`config.mk`:
```
export PLATFORM = sky130hd
export DESIGN_NAME = ps2_morse_keyer
export DESIGN_NICKNAME = d
export VERILOG_FILES = /design/src/rtl/ps2_morse_keyer.sv
export SDC_FILE = /design/constraint.sdc
export NUM_CORES = 1
export LEC_CHECK = 0
export BUFFER_PORTS_ARGS = -buffer_cell sky130_fd_sc_hd__buf_2
export CAP_MARGIN = 0
export CORE_AREA = 2 2 131 133
export DETAILED_ROUTE_END_ITERATION = 8
export DIE_AREA = 0 0 133 135
export PLACE_DENSITY = 0.87
export SLEW_MARGIN = 25
export SYNTH_ARGS = -nofsm -noshare
export SYNTH_HDL_FRONTEND = slang
export SYNTH_SLANG_ARGS = --single-unit
```
`constraint.sdc`:
```
create_clock -name clk -period 2.9 [get_ports clk]
set_input_delay 0.145 -clock clk [delete_from_list [all_inputs] [get_ports clk]]
set_output_delay 0.145 -clock clk [all_outputs]
set_load 0.01 [all_outputs]
```
`src/rtl/ps2_morse_keyer.sv`:
```
`timescale 1ns/1ps
`default_nettype none
// +--------------------------------------------------------------------------+
// | ps2_morse_keyer: buffers ASCII characters and keys them out as ITU Morse  |
// | with a gated square-wave sidetone.                                        |
// | Revision: 1.0                                                             |
// +--------------------------------------------------------------------------+
module ps2_morse_keyer #(
  parameter int UNIT_CYCLES      = 10_000_000,
  parameter int FIFO_DEPTH       = 16,
  parameter int TONE_HALF_PERIOD = 12_500
) (
  input  logic       clk,
  input  logic       rst_n,
  input  logic [7:0] in_data,
  input  logic       in_valid,
  output logic       in_ready,
  output logic       morse_out,
  output logic       tone_out,
  output logic       busy,
  output logic       fifo_full,
  output logic       fifo_empty,
  output logic       err_char
);

  localparam int AW = $clog2(FIFO_DEPTH);
  localparam int CW = AW + 1;
  localparam int TW = (TONE_HALF_PERIOD > 1) ? $clog2(TONE_HALF_PERIOD) : 1;

  localparam logic [23:0]   c_UNIT_LAST   = 24'(UNIT_CYCLES - 1);
  localparam logic [23:0]   c_UNIT_PENULT = 24'(UNIT_CYCLES - 2);
  localparam logic [CW-1:0] c_DEPTH       = CW'(FIFO_DEPTH);
  localparam logic [TW-1:0] c_TONE_LAST   = TW'(TONE_HALF_PERIOD - 1);

  localparam logic [2:0] c_IDLE     = 3'd0;
  localparam logic [2:0] c_FETCH    = 3'd1;
  localparam logic [2:0] c_MARK     = 3'd2;
  localparam logic [2:0] c_ELEM_GAP = 3'd3;
  localparam logic [2:0] c_CHAR_GAP = 3'd4;
  localparam logic [2:0] c_WORD_GAP = 3'd5;

  // {length[2:0], pattern[4:0]}: pattern left-aligned, 1 = dash; length 0 = space
  function automatic logic [7:0] f_encode(input logic [7:0] ch);
    logic [7:0] code;
    case (ch)
      8'h41: code = {3'd2, 5'b01000};   8'h42: code = {3'd4, 5'b10000};
      8'h43: code = {3'd4, 5'b10100};   8'h44: code = {3'd3, 5'b10000};
      8'h45: code = {3'd1, 5'b00000};   8'h46: code = {3'd4, 5'b00100};
      8'h47: code = {3'd3, 5'b11000};   8'h48: code = {3'd4, 5'b00000};
      8'h49: code = {3'd2, 5'b00000};   8'h4A: code = {3'd4, 5'b01110};
      8'h4B: code = {3'd3, 5'b10100};   8'h4C: code = {3'd4, 5'b01000};
      8'h4D: code = {3'd2, 5'b11000};   8'h4E: code = {3'd2, 5'b10000};
      8'h4F: code = {3'd3, 5'b11100};   8'h50: code = {3'd4, 5'b01100};
      8'h51: code = {3'd4, 5'b11010};   8'h52: code = {3'd3, 5'b01000};
      8'h53: code = {3'd3, 5'b00000};   8'h54: code = {3'd1, 5'b10000};
      8'h55: code = {3'd3, 5'b00100};   8'h56: code = {3'd4, 5'b00010};
      8'h57: code = {3'd3, 5'b01100};   8'h58: code = {3'd4, 5'b10010};
      8'h59: code = {3'd4, 5'b10110};   8'h5A: code = {3'd4, 5'b11000};
      8'h30: code = {3'd5, 5'b11111};   8'h31: code = {3'd5, 5'b01111};
      8'h32: code = {3'd5, 5'b00111};   8'h33: code = {3'd5, 5'b00011};
      8'h34: code = {3'd5, 5'b00001};   8'h35: code = {3'd5, 5'b00000};
      8'h36: code = {3'd5, 5'b10000};   8'h37: code = {3'd5, 5'b11000};
      8'h38: code = {3'd5, 5'b11100};   8'h39: code = {3'd5, 5'b11110};
      default: code = 8'h00;
    endcase
    return code;
  endfunction

  logic [7:0]    r_mem [FIFO_DEPTH];
  logic [AW-1:0] r_wr_ptr, r_rd_ptr;
  logic [CW-1:0] r_count;
  logic [2:0]    r_state, w_next_state;
  logic [23:0]   r_cyc;
  logic [2:0]    r_units;
  logic [4:0]    r_pat;
  logic [2:0]    r_left;
  logic [TW-1:0] r_div;
  logic          r_tone;
  logic          r_err;

  logic       w_full, w_empty, w_accept, w_supported, w_push, w_pop, w_lower;
  logic [7:0] w_wdata, w_code;
  logic [2:0] w_target;
  logic       w_unit_end, w_last, w_penult;

  assign w_full      = (r_count == c_DEPTH);
  assign w_empty     = (r_count == '0);
  assign w_accept    = in_valid && !w_full;
  assign w_lower     = (in_data >= 8'h61) && (in_data <= 8'h7A);
  assign w_supported = ((in_data >= 8'h41) && (in_data <= 8'h5A)) || w_lower ||
                       ((in_data >= 8'h30) && (in_data <= 8'h39)) || (in_data == 8'h20);
  assign w_wdata     = w_lower ? (in_data - 8'h20) : in_data;
  assign w_push      = w_accept && w_supported;
  assign w_pop       = (r_state == c_FETCH);
  assign w_code      = f_encode(r_mem[r_rd_ptr]);

  always_ff @(posedge clk) begin
    if (w_push) r_mem[r_wr_ptr] <= w_wdata;
  end

  always_ff @(posedge clk or negedge rst_n) begin
    if (!rst_n) begin
      r_wr_ptr <= '0;
      r_rd_ptr <= '0;
      r_count  <= '0;
      r_err    <= 1'b0;
    end else begin
      r_err <= w_accept && !w_supported;
      if (w_push) r_wr_ptr <= r_wr_ptr + AW'(1);
      if (w_pop)  r_rd_ptr <= r_rd_ptr + AW'(1);
      case ({w_push, w_pop})
        2'b10:   r_count <= r_count + CW'(1);
        2'b01:   r_count <= r_count - CW'(1);
        default: r_count <= r_count;
      endcase
    end
  end

  // Durations are counted in whole units so 3x/4x never overflow the 24-bit cycle counter.
  always_comb begin
    w_target = 3'd1;
    case (r_state)
      c_MARK:     w_target = r_pat[4] ? 3'd3 : 3'd1;
      c_CHAR_GAP: w_target = 3'd3;
      c_WORD_GAP: w_target = 3'd4;
      default:    w_target = 3'd1;
    endcase
  end

  assign w_unit_end = (r_cyc == c_UNIT_LAST);
  assign w_last     = w_unit_end && (r_units == (w_target - 3'd1));
  assign w_penult   = (r_cyc == c_UNIT_PENULT) && (r_units == (w_target - 3'd1));

  always_ff @(posedge clk or negedge rst_n) begin
    if (!rst_n) r_state <= c_IDLE;
    else        r_state <= w_next_state;
  end

  // A queued character's FETCH cycle stands in for the final gap cycle, so
  // inter-character spacing stays an exact multiple of the unit.
  always_comb begin
    w_next_state = r_state;
    case (r_state)
      c_IDLE:     if (!w_empty) w_next_state = c_FETCH;
      c_FETCH:    w_next_state = (w_code[7:5] == 3'd0) ? c_WORD_GAP : c_MARK;
      c_MARK:     if (w_last) w_next_state = (r_left > 3'd1) ? c_ELEM_GAP : c_CHAR_GAP;
      c_ELEM_GAP: if (w_last) w_next_state = c_MARK;
      c_CHAR_GAP, c_WORD_GAP: begin
        if (!w_empty && (w_penult || w_last)) w_next_state = c_FETCH;
        else if (w_last)                      w_next_state = c_IDLE;
      end
      default:    w_next_state = c_IDLE;
    endcase
  end

  always_comb begin
    morse_out  = (r_state == c_MARK);
    tone_out   = morse_out && r_tone;
    busy       = (r_state != c_IDLE) || !w_empty;
    in_ready   = !w_full;
    fifo_full  = w_full;
    fifo_empty = w_empty;
    err_char   = r_err;
  end

  always_ff @(posedge clk or negedge rst_n) begin
    if (!rst_n) begin
      r_cyc   <= '0;
      r_units <= '0;
      r_pat   <= '0;
      r_left  <= '0;
    end else begin
      if ((r_state != w_next_state) || (r_state == c_IDLE)) begin
        r_cyc   <= '0;
        r_units <= '0;
      end else if (w_unit_end) begin
        r_cyc   <= '0;
        r_units <= r_units + 3'd1;
      end else begin
        r_cyc <= r_cyc + 24'd1;
      end
      if (r_state == c_FETCH) begin
        r_pat  <= w_code[4:0];
        r_left <= w_code[7:5];
      end else if ((r_state == c_MARK) && w_last) begin
        r_pat  <= {r_pat[3:0], 1'b0};
        r_left <= r_left - 3'd1;
      end
    end
  end

  always_ff @(posedge clk or negedge rst_n) begin
    if (!rst_n) begin
      r_div  <= '0;
      r_tone <= 1'b0;
    end else if (r_state == c_MARK) begin
      if (r_div == c_TONE_LAST) begin
        r_div  <= '0;
        r_tone <= !r_tone;
      end else begin
        r_div <= r_div + TW'(1);
      end
    end else begin
      r_div  <= '0;
      r_tone <= 1'b0;
    end
  end

endmodule
`default_nettype wire

```
==> impl_metrics.csv <==
group,metric,value,unit
yosys,syn_avg_cell_area,13.3,sq um
die,top_level_ports,18,
yosys,syn_inst,701,
place,dpl_worst_slack,-0.139,ns
global_routing,grt_max_degree,26,
critical_path,r2r_slack,-0.11,ns
route,wl,22700,um
die,start_util,56.6,%
run,maxCapViolCount,0,
worst_hold_path,hold_end,"r_mem[13][1]",
yosys,synth_warnings,0,
place,port_buffers,17,
clock_network,htreeDepth,4,
power,p_per_area,1050,mW/mm^2
worst_hold_path,hold_path_class,"input pin to flop",
worst_hold_path,worstHoldPathCells,2,
power,leakage,4.37,nW
yosys,synth-async-reset-ratio,34.4,%
critical_path,cp_num_buf_inv,3,
finish,antenna_cells,0,
critical_path,path_max_fanout,5,
critical_path,path_class,"flop to flop",
clock_network,cts_tree,"built",
timing,rsz0062_at_grt,"true",
die,fp.dieH,135,um
run_status,status,"finished with violations",
route,vias,6368,
yosys,ys.flop_type,"edfxtp_1",
critical_path,slowest_delay,0.53,ns
yosys,synth-seq-area-share,59.4,%
critical_path,required,3.27,ns
timing,hold_viol_final,0,
timing,worst_clock_skew,0.0106,ns
clock_network,cts_buffer_depth,2,
finish,regArea,0.00552,sq mm
die,std_cell_rows,47,
worst_hold_path,min_from,"in_data[1]",
global_routing,overflow,0,
yosys,ys_ff_latch,195,
clock_network,clock_latency,0.45,ns
finish,fill_cells,1019,
finish,multi_input_area,0.00388,sq mm
critical_path,cpLargestDelayFamily,"compound AO/OA/AOI/OAI gates",
place,dp_hpwl,14300,um
timing,setup_ws,-0.110,ns
critical_path,r2r-start,"r_rd_ptr[0]",
clock_network,cts.sinks,195,
finish,layout_common_cells,"edfxtp_1, buf_4, nor2_1",
critical_path,start_kind,"flop",
yosys,synth_fp_nets,739,
die,dieWidth,133,um
timing,tightest_slew,0.810,ns
route,route.detailed.drc,0,
place,gp_congestion,0.944,
critical_path,slowest_stage,"mux4_2",
yosys,yosys.area.top_type,"edfxtp_1",
critical_path,reg2reg_to,"r_pat[3]",
global_routing,antenna_found_initial,0,
finish,nNetsFinal,853,
yosys,netlist.area_leader.share,41.4,%
route,viasPerCell,6.08,
global_routing,grt_util_all_layers,25.3,%
die,dieArea,0.0180,sq mm
clock_network,clk_pin_slew,0.08,ns
global_routing,grt_pass1_wl,34000,um
place,dp.cells,997,
critical_path,cp_cell_sequence,"buf_6 -> buf_12 -> mux4_2 -> a221oi_4 -> inv_2 -> ha_4 -> a211oi_2 -> a211oi_1 -> or4_1 -> a31oi_1",
yosys,syn_area,0.00929,sq mm
critical_path,arrival,3.38,ns
finish,drive_gt1_share,30.3,%
timing,slew_violations,0,
finish,final_common_cell,"edfxtp_1",
clock_network,cts_root_buffer,"clkbuf_16",
global_routing,grt_pass1_vias,6402,
timing,min_period_over_period,104,%
timing,fmax,0.332,GHz
route,routedWlPerCell,21.6,um
timing,setup_viol,7,
timing,fin_crit,3.01,ns
route,dr.pass1.iters,5,
power,ir_drop,0.607,mV
run_status,violations,"setup timing",
route,postRouteAntennaNets,0,
yosys,synth-edff-count,128,
clock_network,cts_made_buffers,17,
die,core,0.0164,sq mm
finish,syn2layout_area_growth,23.4,%
yosys,synth.area.top_cells,"edfxtp_1, dfrtp_1, mux4_2, nor2_1, ha_1",
finish,instances_no_fill,1048,
route,first_iter_violations,568,
timing,relSlewSlack,45.9,%
critical_path,worstRegToRegCells,10,
critical_path,critPathCaptureType,"flop",
yosys,synth_cell_types,69,
[cell type report]
| class | count | area share (%) |
|---|---|---|
| sequential | 195 | 48.2 |
| multi-input combinational | 451 | 33.9 |
| timing repair buffer | 120 | 9.18 |
| clock buffer | 17 | 3.71 |
| tap | 220 | 2.40 |
| clock inverter | 15 | 1.66 |
| inverter | 30 | 1.03 |
[cells by family after synthesis]
group | Yosys count | share of synthesized area, %
compound gates | 92 | 7.20
xor+xnor | 53 | 5.00
fa+ha+maj | 27 | 3.72
buf+inv | 55 | 2.96
flops | 195 | 59.4
mux | 44 | 9.73
simple gates | 235 | 12.0
[cell usage after synthesis (8+ instances only)]
library cell / instances
nand4_1: 9
nor2_1: 87
ha_1: 26
inv_1: 29
mux4_2: 23
clkbuf_1: 9
and3_1: 14
nor3_1: 8
dfrtp_1: 67
and2_1: 14
xor2_1: 29
edfxtp_1: 128
a21oi_1: 17
mux4_1: 10
o21ai_0: 17
nand2_1: 52
nand3_1: 19
xnor2_1: 24
buf_2: 9
[what timing repair did]
| item | 4_1_cts | 5_1_grt |
|---|---|---|
| hold buffers | 2 | 0 |
| pin swaps | 13 | 21 |
| endpoints found under the setup margin | 28 | 31 |
| gates resized for setup | 34 | 68 |
| buffers inserted | 8 | 8 |
| hold endpoints to repair | 24 | 0 |
| gates cloned | 1 | 0 |
[metal layers]
layer | up-vias | part of all wire (%) | global-route usage (%)
li1 | 2821 | - | -
met4 | 0 | 3.3 | 11.6
met2 | 258 | 55 | 45.0
met1 | 3216 | 37 | 29.5
met3 | 73 | 4.7 | 5.74
met5 | - | 0 | 0
[state kept, by name, indices dropped and copies added, names as in the netlist]
name	cells
r_pat	5
err_char	1
r_rd_ptr	4
r_wr_ptr	4
r_tone	1
r_div	14
r_mem	128
r_left	3
r_state	3
r_cyc	24
r_count	5
r_units	3
[metrics by stage]
step	total power [W]	util, %	area [sq um]	setup TNS [ns]	hold slack [ns]
finish	0.0120	69.9	11500	-0.516	0.116
global route	0.0125	69.9	11500	-2.27	0.121
CTS	0.0110	67.8	11100	-0.00665	0.106
detailed placement	0.00801	62.6	10300	-2.11	0.176
global placement	0.00788	62.5	10300	-0.0152	0.175
floorplan	0.00641	-	9310	0	-0.151
[power breakdown]
group	internal, W	switching (W)
Clock	0.00131	0.00112
Combinational	0.00293	0.00328
Sequential	0.00319	0.000206
[worst max-delay path by stage]
stage	startpoint	cells past startpoint	slack [ns]	end
finish	r_rd_ptr[0]	10	-0.11	r_pat[3]
global route	r_rd_ptr[0]	10	-0.20	r_pat[3]
CTS	r_rd_ptr[0]	12	-0.007	r_pat[3]
detailed placement	in_data[3]	18	-0.14	r_count[4]
global placement	r_rd_ptr[0]	9	-0.008	r_state[0]
floorplan	r_rd_ptr[0]	12	0.02	r_state[0]
(Power assumes the default switching activity.)
